[src/rtl/matmul_pkg.sv]
// Shared definitions for the systolic matrix-multiply slice.
//   feeder_state_e : sequencing states of the operand feeder
//   dim_w()        : width of a dimension field / k address for a given array edge
//   lane_lsb()     : bit offset of lane 'lane' in a packed lane bus of 'width'-bit elements;
//                    used as bus[lane_lsb(i, W) +: W] by the operand registers, feeder and array
package matmul_pkg;

  typedef enum logic [1:0] {
    IDLE,
    FEED,
    DRAIN,
    DONE
  } feeder_state_e;

  function automatic int unsigned dim_w(input int unsigned max_dim);
    return (max_dim > 1) ? $clog2(max_dim) : 1;
  endfunction

  function automatic int unsigned lane_lsb(input int unsigned lane, input int unsigned width);
    return lane * width;
  endfunction

endpackage

[src/rtl/skew_line.sv]
// DEPTH-stage shift register of (DATA_WIDTH+1)-bit words, {valid, data}, used to delay one
// operand lane. Asynchronous active-low clear empties every stage.
//   clk_i  : clock
//   rst_ni : asynchronous active-low clear
//   d_i    : word entering stage 0
//   q_o    : word leaving the last stage (DEPTH cycles later)
module skew_line #(
  parameter int unsigned DEPTH      = 1,
  parameter int unsigned DATA_WIDTH = 32
) (
  input  logic                  clk_i,
  input  logic                  rst_ni,
  input  logic [DATA_WIDTH:0]   d_i,
  output logic [DATA_WIDTH:0]   q_o
);

  logic [DATA_WIDTH:0] sr_q [DEPTH];

  always_ff @(posedge clk_i or negedge rst_ni) begin
    if (!rst_ni) begin
      for (int s = 0; s < DEPTH; s++) begin
        sr_q[s] <= '0;
      end
    end else begin
      sr_q[0] <= d_i;
      for (int s = 1; s < DEPTH; s++) begin
        sr_q[s] <= sr_q[s-1];
      end
    end
  end

  assign q_o = sr_q[DEPTH-1];

endmodule

[src/rtl/systolic_feeder.sv]
// Operand sequencer for the MAX_DIM x MAX_DIM systolic multiplier. On start it reads K
// A-column / B-row slices, skews lane i by i cycles and drives the array's left/up edges with
// zero padding outside valid slots, plus accumulator clear, busy and done.
// Optional feature: define FEEDER_ERR_EN to pulse err_o when start_i arrives while busy.
//   clk_i, rst_ni              : clock, asynchronous active-low reset
//   start_i                    : start request, sampled only when idle
//   dim_n_i/dim_k_i/dim_m_i    : dimensions minus one, sampled with start_i
//   rd_en_o, rd_k_o            : read strobe and k index to both operand banks
//   rd_a_i, rd_b_i             : A column k / B row k, one cycle after rd_en_o
//   left_o/left_vld_o          : row feeds into array column 0
//   up_o/up_vld_o              : column feeds into array row 0
//   clr_o, busy_o, done_o      : accumulator clear, in-progress, completion pulse
//   err_o                      : start-while-busy pulse (0 unless FEEDER_ERR_EN)
module systolic_feeder
  import matmul_pkg::*;
#(
  parameter int unsigned DATA_WIDTH = 32,
  parameter int unsigned MAX_DIM    = 4,
  parameter int unsigned DIM_W      = dim_w(MAX_DIM)
) (
  input  logic                          clk_i,
  input  logic                          rst_ni,
  input  logic                          start_i,
  input  logic [DIM_W-1:0]              dim_n_i,
  input  logic [DIM_W-1:0]              dim_k_i,
  input  logic [DIM_W-1:0]              dim_m_i,
  output logic                          rd_en_o,
  output logic [DIM_W-1:0]              rd_k_o,
  input  logic [MAX_DIM*DATA_WIDTH-1:0] rd_a_i,
  input  logic [MAX_DIM*DATA_WIDTH-1:0] rd_b_i,
  output logic [MAX_DIM*DATA_WIDTH-1:0] left_o,
  output logic [MAX_DIM*DATA_WIDTH-1:0] up_o,
  output logic [MAX_DIM-1:0]            left_vld_o,
  output logic [MAX_DIM-1:0]            up_vld_o,
  output logic                          clr_o,
  output logic                          busy_o,
  output logic                          done_o,
  output logic                          err_o
);

  // Counter reaches K+N+M+1 <= 3*MAX_DIM+1 at most; sized with headroom so it never wraps.
  localparam int unsigned CntW = $clog2(3 * MAX_DIM + 3);
  typedef logic [CntW-1:0] cnt_t;

  feeder_state_e    state_q, state_d;
  cnt_t             cnt_q, cnt_d;
  logic [DIM_W-1:0] n_q, k_q, m_q;
  logic             rd_vld_q;
  cnt_t             drain_last;

  // Counter holds (cycle - 1); DRAIN ends one cycle before the done cycle K+N+M+2.
  assign drain_last = cnt_t'(n_q) + cnt_t'(k_q) + cnt_t'(m_q) + cnt_t'(3);

  always_comb begin
    state_d = state_q;
    cnt_d   = cnt_q;
    unique case (state_q)
      IDLE: begin
        if (start_i) begin
          state_d = FEED;
          cnt_d   = '0;
        end
      end
      FEED: begin
        cnt_d = cnt_q + cnt_t'(1);
        if (cnt_q == cnt_t'(k_q)) state_d = DRAIN;
      end
      DRAIN: begin
        cnt_d = cnt_q + cnt_t'(1);
        if (cnt_q == drain_last) state_d = DONE;
      end
      DONE: begin
        state_d = IDLE;
      end
      default: state_d = IDLE;
    endcase
  end

  always_ff @(posedge clk_i or negedge rst_ni) begin
    if (!rst_ni) begin
      state_q  <= IDLE;
      cnt_q    <= '0;
      n_q      <= '0;
      k_q      <= '0;
      m_q      <= '0;
      rd_vld_q <= 1'b0;
    end else begin
      state_q  <= state_d;
      cnt_q    <= cnt_d;
      rd_vld_q <= rd_en_o;
      if (state_q == IDLE && start_i) begin
        n_q <= dim_n_i;
        k_q <= dim_k_i;
        m_q <= dim_m_i;
      end
    end
  end

  assign rd_en_o = (state_q == FEED);
  assign rd_k_o  = rd_en_o ? cnt_q[DIM_W-1:0] : '0;
  assign clr_o   = (state_q == FEED) && (cnt_q == '0);
  assign busy_o  = (state_q != IDLE);
  assign done_o  = (state_q == DONE);

  // Masking is applied at the skew input so inactive lanes carry zeros through the line and
  // data is never held outside a valid slot.
  for (genvar i = 0; i < MAX_DIM; i++) begin : g_lane
    localparam logic [DIM_W-1:0] Lane = DIM_W'(i);

    logic                  a_vld, b_vld;
    logic [DATA_WIDTH:0]   a_in, b_in, a_out, b_out;

    assign a_vld = rd_vld_q && (Lane <= n_q);
    assign b_vld = rd_vld_q && (Lane <= m_q);
    assign a_in  = {a_vld, a_vld ? rd_a_i[lane_lsb(i, DATA_WIDTH) +: DATA_WIDTH] : '0};
    assign b_in  = {b_vld, b_vld ? rd_b_i[lane_lsb(i, DATA_WIDTH) +: DATA_WIDTH] : '0};

    skew_line #(
      .DEPTH      (i + 1),
      .DATA_WIDTH (DATA_WIDTH)
    ) u_skew_a (
      .clk_i  (clk_i),
      .rst_ni (rst_ni),
      .d_i    (a_in),
      .q_o    (a_out)
    );

    skew_line #(
      .DEPTH      (i + 1),
      .DATA_WIDTH (DATA_WIDTH)
    ) u_skew_b (
      .clk_i  (clk_i),
      .rst_ni (rst_ni),
      .d_i    (b_in),
      .q_o    (b_out)
    );

    assign left_o[lane_lsb(i, DATA_WIDTH) +: DATA_WIDTH] = a_out[DATA_WIDTH-1:0];
    assign up_o[lane_lsb(i, DATA_WIDTH) +: DATA_WIDTH]   = b_out[DATA_WIDTH-1:0];
    assign left_vld_o[i] = a_out[DATA_WIDTH];
    assign up_vld_o[i]   = b_out[DATA_WIDTH];
  end

`ifdef FEEDER_ERR_EN
  logic err_q;

  always_ff @(posedge clk_i or negedge rst_ni) begin
    if (!rst_ni) begin
      err_q <= 1'b0;
    end else begin
      err_q <= start_i && busy_o;
    end
  end

  assign err_o = err_q;
`else
  assign err_o = 1'b0;
`endif

endmodule

[config.mk]
export PLATFORM = sky130hd
export DESIGN_NAME = systolic_feeder
export DESIGN_NICKNAME = d
export VERILOG_FILES = /design/src/rtl/matmul_pkg.sv /design/src/rtl/skew_line.sv /design/src/rtl/systolic_feeder.sv
export SDC_FILE = /design/constraint.sdc
export NUM_CORES = 1
export LEC_CHECK = 0
export CORE_MARGIN = 4
export CORE_UTILIZATION = 30
export CTS_CLUSTER_DIAMETER = 30
export DETAILED_ROUTE_END_ITERATION = 16
export GPL_TIMING_DRIVEN = 1
export MAX_ROUTING_LAYER = met4
export PLACE_DENSITY_LB_ADDON = 0.2
export SETUP_SLACK_MARGIN = 0.5
export SLEW_MARGIN = 20
export SYNTH_ARGS = -nofsm -noshare
export SYNTH_HDL_FRONTEND = slang
export SYNTH_SLANG_ARGS = --single-unit
[constraint.sdc]
create_clock -name clk_i -period 3.5 [get_ports clk_i]
set_clock_uncertainty 0.05 [all_clocks]
set_input_delay 0.7 -clock clk_i [delete_from_list [all_inputs] [get_ports clk_i]]
set_output_delay 0.7 -clock clk_i [all_outputs]
set_load 0.01 [all_outputs]
-- Yosys cells after proc, flatten, opt, wreduce, memory -nomap -nowiden
Index checks and enable logic that the tools add are counted.
- register bits: 673
- latch bits: 0
- bits in writable memories: 0
- ROM bits: 0
- output and inout port bits: 271
- logic and storage cells: 78
- memories kept: 0
- add/subtract/negate cells: 4
- $mul: 0
- divide/modulo/power cells: 0
- magnitude comparators: 8
- eq/ne operators: 8
- shift-type cells: 0
- muxes and demuxes: 15
- bitwise logic cells: 0
- reductions and logical operators: 17
- operators with widths (kind ; number):
    32-bit two-way mux ; 8
    1-bit logical AND ; 10
    1-bit by 2-bit <= comparator with 1-bit output (first input constant) ; 4
    2-bit <= comparator (first input constant) ; 4
    2-bit two-way mux ; 4
    2-bit one-hot mux with 4 select lines ; 1
    4-bit one-hot mux with 2 select lines ; 1
    3-bit by 2-bit adder with 4-bit output ; 1
    4-bit by 1-bit adder with 4-bit output (second input constant) ; 1
    4-bit by 2-bit adder with 4-bit output (second input constant) ; 1
    2-bit == test (second input constant) ; 2
    4-bit by 2-bit == test with 1-bit output ; 1
    4-bit == test ; 1
    4-bit zero test ; 1
    4-bit two-way mux ; 1
    2-bit != test (second input constant) ; 2
    2-bit nonzero test ; 2
    2-bit by 2-bit adder with 3-bit output ; 1
    3-bit AND reduction ; 1
    2-bit by 1-bit == test with 1-bit output (second input constant) ; 1
    2-bit zero test ; 1
    2-bit by 1-bit != test with 1-bit output (second input constant) ; 1
    2-bit AND reduction ; 1
    2-bit OR reduction ; 1

-- Depth between registers and ports, before layout
Gate-level depths: netlist (run 1).
- word-level depth: 6
- gate-level depth with buffers: 13

-- Hierarchy
A second synthesis (run 1) with hierarchy kept.
- cell total of the unflattened synthesis: 1247
- area, all modules: 20686.1 um^2
- by module, submodules not included (module ; times used ; cells each ; area each (um^2) ; seq. area each (um^2)):
    skew_line at g_lane[3].u_skew_a ... ; 2 ; 165 ; 3550.9 ; 3303.2
    skew_line at g_lane[2].u_skew_a ... ; 2 ; 132 ; 2725.1 ; 2477.4
    skew_line at g_lane[1].u_skew_a ... ; 2 ; 99 ; 1899.3 ; 1651.6
    systolic_feeder ; 1 ; 389 ; 2683.8 ; 325.3
    skew_line at g_lane[0].u_skew_a ... ; 2 ; 33 ; 825.8 ; 825.8

-- Least setup slack after synthesis (run 1)
No wires, ideal clock.
- path type: flip-flop to flip-flop
- start point: register n_q[1]
- end point: register state_q[1]
- data arrival time: 2890 ps
- data required time: 3371 ps
- slack: 480 ps
- cell stages (with the launch flop): 14
- buffers on the path: 2
- cells stage by stage: dfrtp_1 > clkbuf_1 > clkbuf_1 > inv_1 > ha_1 > fa_1 > inv_1 > ha_1 > inv_1 > fa_1 > xor2_1 > nand4_1 > a2bb2oi_2 > mux2i_1
- word-level cells in the longest chain between the ends: 6
- ends and longest elaborated chain (item ; line ; RTL):
    from (decl) ; systolic_feeder.sv:47 ; logic [DIM_W-1:0] n_q, k_q, m_q;
    from (signal assigned) ; systolic_feeder.sv:92 ; n_q <= dim_n_i;
    2-bit by 2-bit adder with 3-bit output ; systolic_feeder.sv:52 ; assign drain_last = cnt_t'(n_q) + cnt_t'(k_q) + cnt_t'(m_q) + cnt_t'(3);
    3-bit by 2-bit adder with 4-bit output ; systolic_feeder.sv:52 ;
    4-bit by 2-bit adder with 4-bit output ; systolic_feeder.sv:52 ;
    4-bit == test ; systolic_feeder.sv:70 ; if (cnt_q == drain_last) state_d = DONE;
    2-bit != test (no line) ; - ;
    3-bit AND reduction (no line) ; - ;
    to (signal assigned) ; systolic_feeder.sv:88 ; state_q <= state_d;
    to (decl) ; systolic_feeder.sv:45 ; feeder_state_e state_q, state_d;
Every way passes these cells.
A chain may end at the register's enable or synchronous reset.

-- Worst setup path after layout (run 1)
- start point: register state_q[1]
- end point: output port rd_k_o[0]
- word-level cells in the longest chain between the ends: 2
- ends and longest elaborated chain (item ; line ; RTL):
    2-bit by 1-bit == test with 1-bit output ; systolic_feeder.sv:99 ; assign rd_en_o = (state_q == FEED);
    2-bit two-way mux ; systolic_feeder.sv:100 ; assign rd_k_o = rd_en_o ? cnt_q[DIM_W-1:0] : '0;
    to (decl) ; systolic_feeder.sv:28 ; output logic [DIM_W-1:0] rd_k_o,
Every way passes these cells.

==> results of run 1 <==
## synthesized netlist by cell type, drive strengths merged (2+ instances only)
cell      n  area, sq um
fa        2         40.0
clkbuf   33          125
and3     67          419
nand2     3         11.3
nor2      5         18.8
xnor2     2         17.5
o21ai     3         15.0
ha       10          125
dfrtp   672        16800
mux2i     2         20.0
mux2      6         67.6
xor2      4         35.0
nand3     2         10.0
buf     207         1540
inv      14         52.6
nor3      2         10.0
and2    196         1230
a21oi     3         15.0
o21a      2         15.0
## registers in the layout, summed over array words and instances (netlist names)
name and count:
rd_vld_q 1, state_q 2, cnt_q 4, m_q 2
g_lane.u_skew_b.sr_q 198, g_lane.u_skew_b.q_o 131, k_q 2, g_lane.u_skew_a.q_o 132
g_lane.u_skew_a.sr_q 198, n_q 2
## critical path, delay by kind of cell, from the launching register on
family / cells / cell delay (ns)
buf+inv: 2 / 0.69
flops: 1 / 0.39
fa+ha+maj: 1 / 0.19
simple gates: 1 / 0.14
## path summary, 6_finish.rpt
kind / start / end / slack (ns) / cells past startpoint
max: state_q[1]$_DFFE_PN0P_ / rd_k_o[0] / 0.66 / 4
min: g_lane[2].u_skew_a.sr_q[56]$_DFF_PN0_ / g_lane[2].u_skew_a.q_o[23]$_DFF_PN0_ / 0.27 / 0
max reg2reg: k_q[1]$_DFFE_PN0P_ / state_q[1]$_DFFE_PN0P_ / 0.77 / 11
min reg2reg: g_lane[2].u_skew_a.sr_q[56]$_DFF_PN0_ / g_lane[2].u_skew_a.q_o[23]$_DFF_PN0_ / 0.27 / 0
max in group asynchronous: rst_ni / g_lane[1].u_skew_a.sr_q[65]$_DFF_PN0_ / 1.80 / 3
min in group asynchronous: rst_ni / g_lane[3].u_skew_a.q_o[12]$_DFF_PN0_ / 0.58 / 2
## power breakdown
group	total [mW]	leakage (nW)	switching (mW)	internal [mW]
sequential	9.81	9.21	0.565	9.25
combinational	3.91	3.38	1.83	2.08
clock	13.5	2.38	4.21	9.34
total	27.3	15.0	6.60	20.7
## what timing repair did
item,CTS,global route
gates cloned,0,0
endpoints found under the hold margin,48,0
gates resized for setup,2,2
pin swaps,0,0
setup endpoints to repair,3,2
hold buffers,1,0
## logic make-up after synthesis
family	synth area share [%]
AOI/OAI and AO/OA	0.532
xor gates and xnor gates	0.254
adders and majority gates	0.798
buffers and inverters	8.31
DFF	81.3
muxes	0.423
other	0.0181
and+or+nand+nor	8.41
## metal layers
| metal | global-route usage [%] | up-vias |
|---|---|---|
| li1 | - | 4653 |
| met1 | 14.1 | 5315 |
| met2 | 21.1 | 391 |
| met3 | 6.16 | 105 |
| met4 | 5.92 | 0 |
| met5 | - | - |
## layout make-up
type | count | share of cell area, %
multi-input cells | 320 | 7.07
inverters | 14 | 0.171
flip-flops and latches | 672 | 54.7
clock buffers | 166 | 12.1
clock inverters | 76 | 3.99
repair buffers | 555 | 18.2
diodes | 9 | 0.0733
well taps | 882 | 3.59
==> results.ini, run 1 <==
[timing]
period_share_pct = 81.0
report.final.slew_viol_count = 0
rsz0062_at_grt = false
setup-tns-final_ns = 0
slew_headroom_pct = 34.2
setup_ws_ns = 0.665
timing.final.hold_violations = 0
min_period_ns = 2.84
fmax_mhz = 353
holdWs_ns = 0.274
finalSetupViolCount = 0
worstMarginPinSlew_ns = 0.986

[final_layout]
areaGrowthSynthToFinish_pct = 48.5
drive_above_1_share_pct = 14.8
final_cell_mix = 671 x dfrtp_1, 531 x clkdlybuf4s50_1, 195 x and2_1
final_area_sq_um = 30700
final_nets = 1974
final_common_cell = dfrtp_1
multi_input_area_sq_um = 2170
regArea_sq_um = 16800
final_util_pct = 44.9
fill_cells = 6011
instances_no_fill = 2694

[synth]
syn-instance-count = 1246
synth_nets = 1523
synth_area_sq_um = 20700
yosys_warnings = 0
synth_edf_count = 0
async_flop_share_pct = 100
synth.distinct_cells = 34
ys_ff_latch = 672
yosysSeqAreaShare_pct = 81.3
ys.flop_type = dfrtp_1
synth.avg_cell_area_sq_um = 16.6

[die]
die_w_microns = 271
coreArea_sq_um = 68500
die-area_sq_um = 73300
pin_count = 536
start_util_pct = 30.2
fp-row-count = 96
die_y_microns = 271

[drt]
wl_met1_microns = 16800
wl_met3_microns = 4150
drc = 0
postRouteAntennaNets = 0
dr.pass1.iters = 4
drt_iter0_markers = 520
wl_microns = 45800
num_vias = 10500
routed_via_density = 3.88
routedWlPerCell_microns = 17.0
met2_length_microns = 23300
routed.top_layer = met4

[global_route]
grt_max_degree = 99
antenna_found_initial = 10
grt_pass1_wl_microns = 71400
track_usage_pct = 13.2
grt_remaining_overflow = 0
grt_pass1_vias = 12000

[worst_setup_path]
critPathMaxFanout = 6
slowest_delay_ns = 0.56
cp.arrival_ns = 2.09
critical_path_class = reg -> out
crit_path_cell_trace = inv_1 > ha_4 > and2_2 > clkdlybuf4s50_1
cpMaxStageDelayCell = clkdlybuf4s50_1
worstSetupEndpointType = output pin
crit_path_start_kind = flip-flop
crit_required_ns = 2.75

[placement]
dp_slack_ns = 0.763
gp_congestion = 0.757
dp_cells = 2442
dpl.hpwl_microns = 30900
placement.io_buffers = 534
dpl_cell_area_sq_um = 25700

[pwr]
ir_drop_mv = 0.447
p_leak_nw = 15.0
power_per_cell_area_nw_per_um2 = 887
power_mw = 27.3

[clock_network]
numCtsBuffers = 134
cts_max_level = 4
path_clk_slew_ns = 0.05
cts_tree = done
insertion_delay_ns = 0.66
clock-sinks = 672
cts_buffer_depth = 3
clockRootBuffer = clkbuf_16
postCtsSetupBuffers = 0

[flow_run]
drv_cap = 0

[status]
outcome = completed

[worst_hold_path]
hold_class = reg -> reg

Power figures use the tool's default switching activity.
==> inputs of run 2 (changes only) <==
Clock period 3.5 ns to 2.9 ns, I/O delays scaled along.
==> run 2 against run 1 <==
  * Die area stayed put
  * Worst setup slack got worse by 0.38 ns
  * Utilization grew 0.50 points
  * Non-clock buffer count is 24 higher
  * Total power is 22% higher
  * Clock-buffer cell count is 28 higher
  * Sequential share of layout area down 0.60 points
  * Via count rose by 1.2%
  * Routed wire length rose by 3.8%
==> results.ini, run 2 (synthesis results as in run 1) <==
[pwr]
p_int_mw = 25.3  ; +22%
clkPwrFrac_pct = 49.6  ; about the same
power_mw = 33.4  ; +22%
p_leak_nw = 15.1  ; +1.2%
p_sw_mw = 8.07  ; +22%
combPwrFrac_pct = 15.2  ; +0.9 points
p_sw_share_pct = 24.2  ; -0.040 points
seq_power_share_pct = 35.2  ; -0.8 points
ir_drop_mv = 0.541  ; +21%
power_per_cell_area_nw_per_um2 = 1070  ; +21%

[die]
die-area_sq_um = 73300  ; unchanged
coreArea_sq_um = 68500  ; unchanged
fp-row-count = 96  ; unchanged
pin_count = 536  ; unchanged
die_y_microns = 271  ; unchanged
die_w_microns = 271  ; unchanged
start_util_pct = 30.2  ; unchanged

[timing]
setup-tns-final_ns = 0  ; unchanged
report.final.slew_viol_count = 0  ; unchanged
fmax_mhz = 383
finalSetupViolCount = 0  ; unchanged
holdWs_ns = 0.272  ; -0.00156 ns
timing.final.hold_violations = 0  ; unchanged
rsz0062_at_grt = true
slew_headroom_pct = 59.7  ; +25 points
period_share_pct = 90.1
min_period_ns = 2.61
setup_ws_ns = 0.287  ; -0.378 ns
worstMarginPinSlew_ns = 0.604  ; -0.382 ns

[drt]
routedWlPerCell_microns = 17.4  ; +2.3%
routed_via_density = 3.87  ; -0.31%
num_vias = 10600  ; +1.2%
drc = 0  ; unchanged
postRouteAntennaNets = 0  ; unchanged
drt_iter0_markers = 345  ; -34%
dr.pass1.iters = 4  ; unchanged
wl_microns = 47500  ; +3.8%

[flow_run]
drv_cap = 0  ; unchanged

[worst_setup_path]
path_buf_inv = 3  ; +1
path_common_cell = fa_1
rrSetupSlack_ns = 0.29  ; -0.48 ns
cp.arrival_ns = 3.17  ; +1.08 ns
cpMaxStageDelayCell = fa_1
crit_family = adder cells
critical_path_class = reg -> reg
r2r-start = n_q[1]$_DFFE_PN0P_
crit_path_cell_trace = inv_4 > ha_4 > fa_1 > inv_1 > ha_1 > inv_2 > fa_1 > xor2_1 > nand4_1 > a2bb2oi_2 > mux2i_1
regToRegEndpoint = state_q[1]$_DFFE_PN0P_
crit_path_start_kind = flip-flop
worstSetupEndpointType = flip-flop
critPathMaxFanout = 2  ; -4
reg2reg_depth = 11  ; unchanged
crit_required_ns = 3.45  ; +0.70 ns
slowest_delay_ns = 0.51  ; -0.05 ns

[placement]
dpl.hpwl_microns = 32300  ; +4.6%
dp_cells = 2456  ; +0.57%
gp_congestion = 0.742  ; -1.9%
placement.io_buffers = 534  ; unchanged
dp_slack_ns = 0.210  ; -0.553 ns

[final_layout]
regArea_sq_um = 16800  ; about the same
final_common_cell = dfrtp_1
instances_no_fill = 2734  ; +1.5%
areaGrowthSynthToFinish_pct = 50.1
fill_cells = 6002  ; -0.15%
multi_input_area_sq_um = 2200  ; +1.2%
drive_above_1_share_pct = 16.6  ; +1.8 points
final_nets = 2006  ; +1.6%
final_cell_mix = 669 x dfrtp_1, 527 x clkdlybuf4s50_1, 195 x and2_1

[clock_network]
path_clk_slew_ns = 0.05  ; about the same
numCtsBuffers = 142  ; +6.0%
clock-sinks = 672  ; unchanged
cts_tree = done
clockRootBuffer = clkbuf_16
cts_buffer_depth = 3  ; unchanged
cts_max_level = 4  ; unchanged
insertion_delay_ns = 0.68  ; +0.02 ns

[global_route]
track_usage_pct = 13.6  ; +0.35 points
grt_pass1_wl_microns = 72900  ; +2.1%
grt_busiest_layer = met2
grt_remaining_overflow = 0  ; unchanged
met3_usage_pct = 6.06  ; -0.11 points
grt_use_met2_pct = 21.8  ; +0.69 points
grt_max_degree = 74  ; -25%
grt_pass1_vias = 12100  ; +0.76%
antenna_found_initial = 11  ; +1
use_met1_pct = 14.3  ; +0.22 points

[worst_hold_path]
hold_end = g_lane[2].u_skew_a.q_o[21]$_DFF_PN0_
hold_class = reg -> reg
whs_path_depth = 0  ; unchanged
hold_path_startpoint = g_lane[2].u_skew_a.sr_q[54]$_DFF_PN0_

[status]
outcome = completed

run 2: cell types whose count changed in the layout (fill, tap and decap cells not counted), moves of 6 or more:
cell,previous run,this run
inv_6,12,2
bufinv_16,23,17
clkbuf_8,19,29
clkinv_2,9,15
clkbuf_16,137,146
clkbuf_1,10,19
buf_4,13,37
run 2: area by class of cell:
cell class | count | area share, %
timing repair buffer | 579 | 18.6
tap | 882 | 3.55
sequential | 672 | 54.1
multi-input combinational | 320 | 7.08
antenna | 12 | 0.0966
clock inverter | 61 | 3.13
clock buffer | 194 | 13.3
inverter | 14 | 0.177
run 2: per-layer routing:
layer  up-vias  part of all wire (%)
li1       4721                     -
met1      5350                    37
met2       383                    50
met3       132                   8.5
met4         0                   3.7
met5         -                     0
run 2: repair_timing:
action | CTS | global route
buffers inserted | 3 | 7
gates resized for setup | 20 | 7
setup endpoints to repair | 8 | 4
hold buffers | 1 | 0
pin swaps | 1 | 2
endpoints found under the hold margin | 41 | 0
run 2: how the worst max path moves through the flow:
stage                             end  cells after the start          startpoint
2_1_floorplan  state_q[1]$_DFFE_PN0P_                     13  n_q[1]$_DFFE_PN0P_
3_3_place_gp   state_q[1]$_DFFE_PN0P_                     11  k_q[1]$_DFFE_PN0P_
3_5_place_dp   state_q[1]$_DFFE_PN0P_                     11  k_q[1]$_DFFE_PN0P_
4_1_cts        state_q[1]$_DFFE_PN0P_                     11  n_q[1]$_DFFE_PN0P_
5_1_grt        state_q[1]$_DFFE_PN0P_                     11  n_q[1]$_DFFE_PN0P_
6_report       state_q[1]$_DFFE_PN0P_                     11  n_q[1]$_DFFE_PN0P_
run 2: per-stage QoR:
step	cell area (sq um)	util (%)
2_1_floorplan	20700	-
3_3_place_gp	25800	37.7
3_5_place_dp	25800	37.7
4_1_cts	31000	45.3
5_1_grt	31100	45.4
6_report	31100	45.4
run 2: power by group through the flow:
stage                     sequential (mW)  clock, mW  combinational, mW
after floorplan                      11.8          0               2.77
after global placement               11.8          0               4.99
after detailed placement             11.9          0               5.02
after CTS                            11.8       17.0               5.12
after global routing                 11.9       17.5               5.50
final                                11.7       16.6               5.05
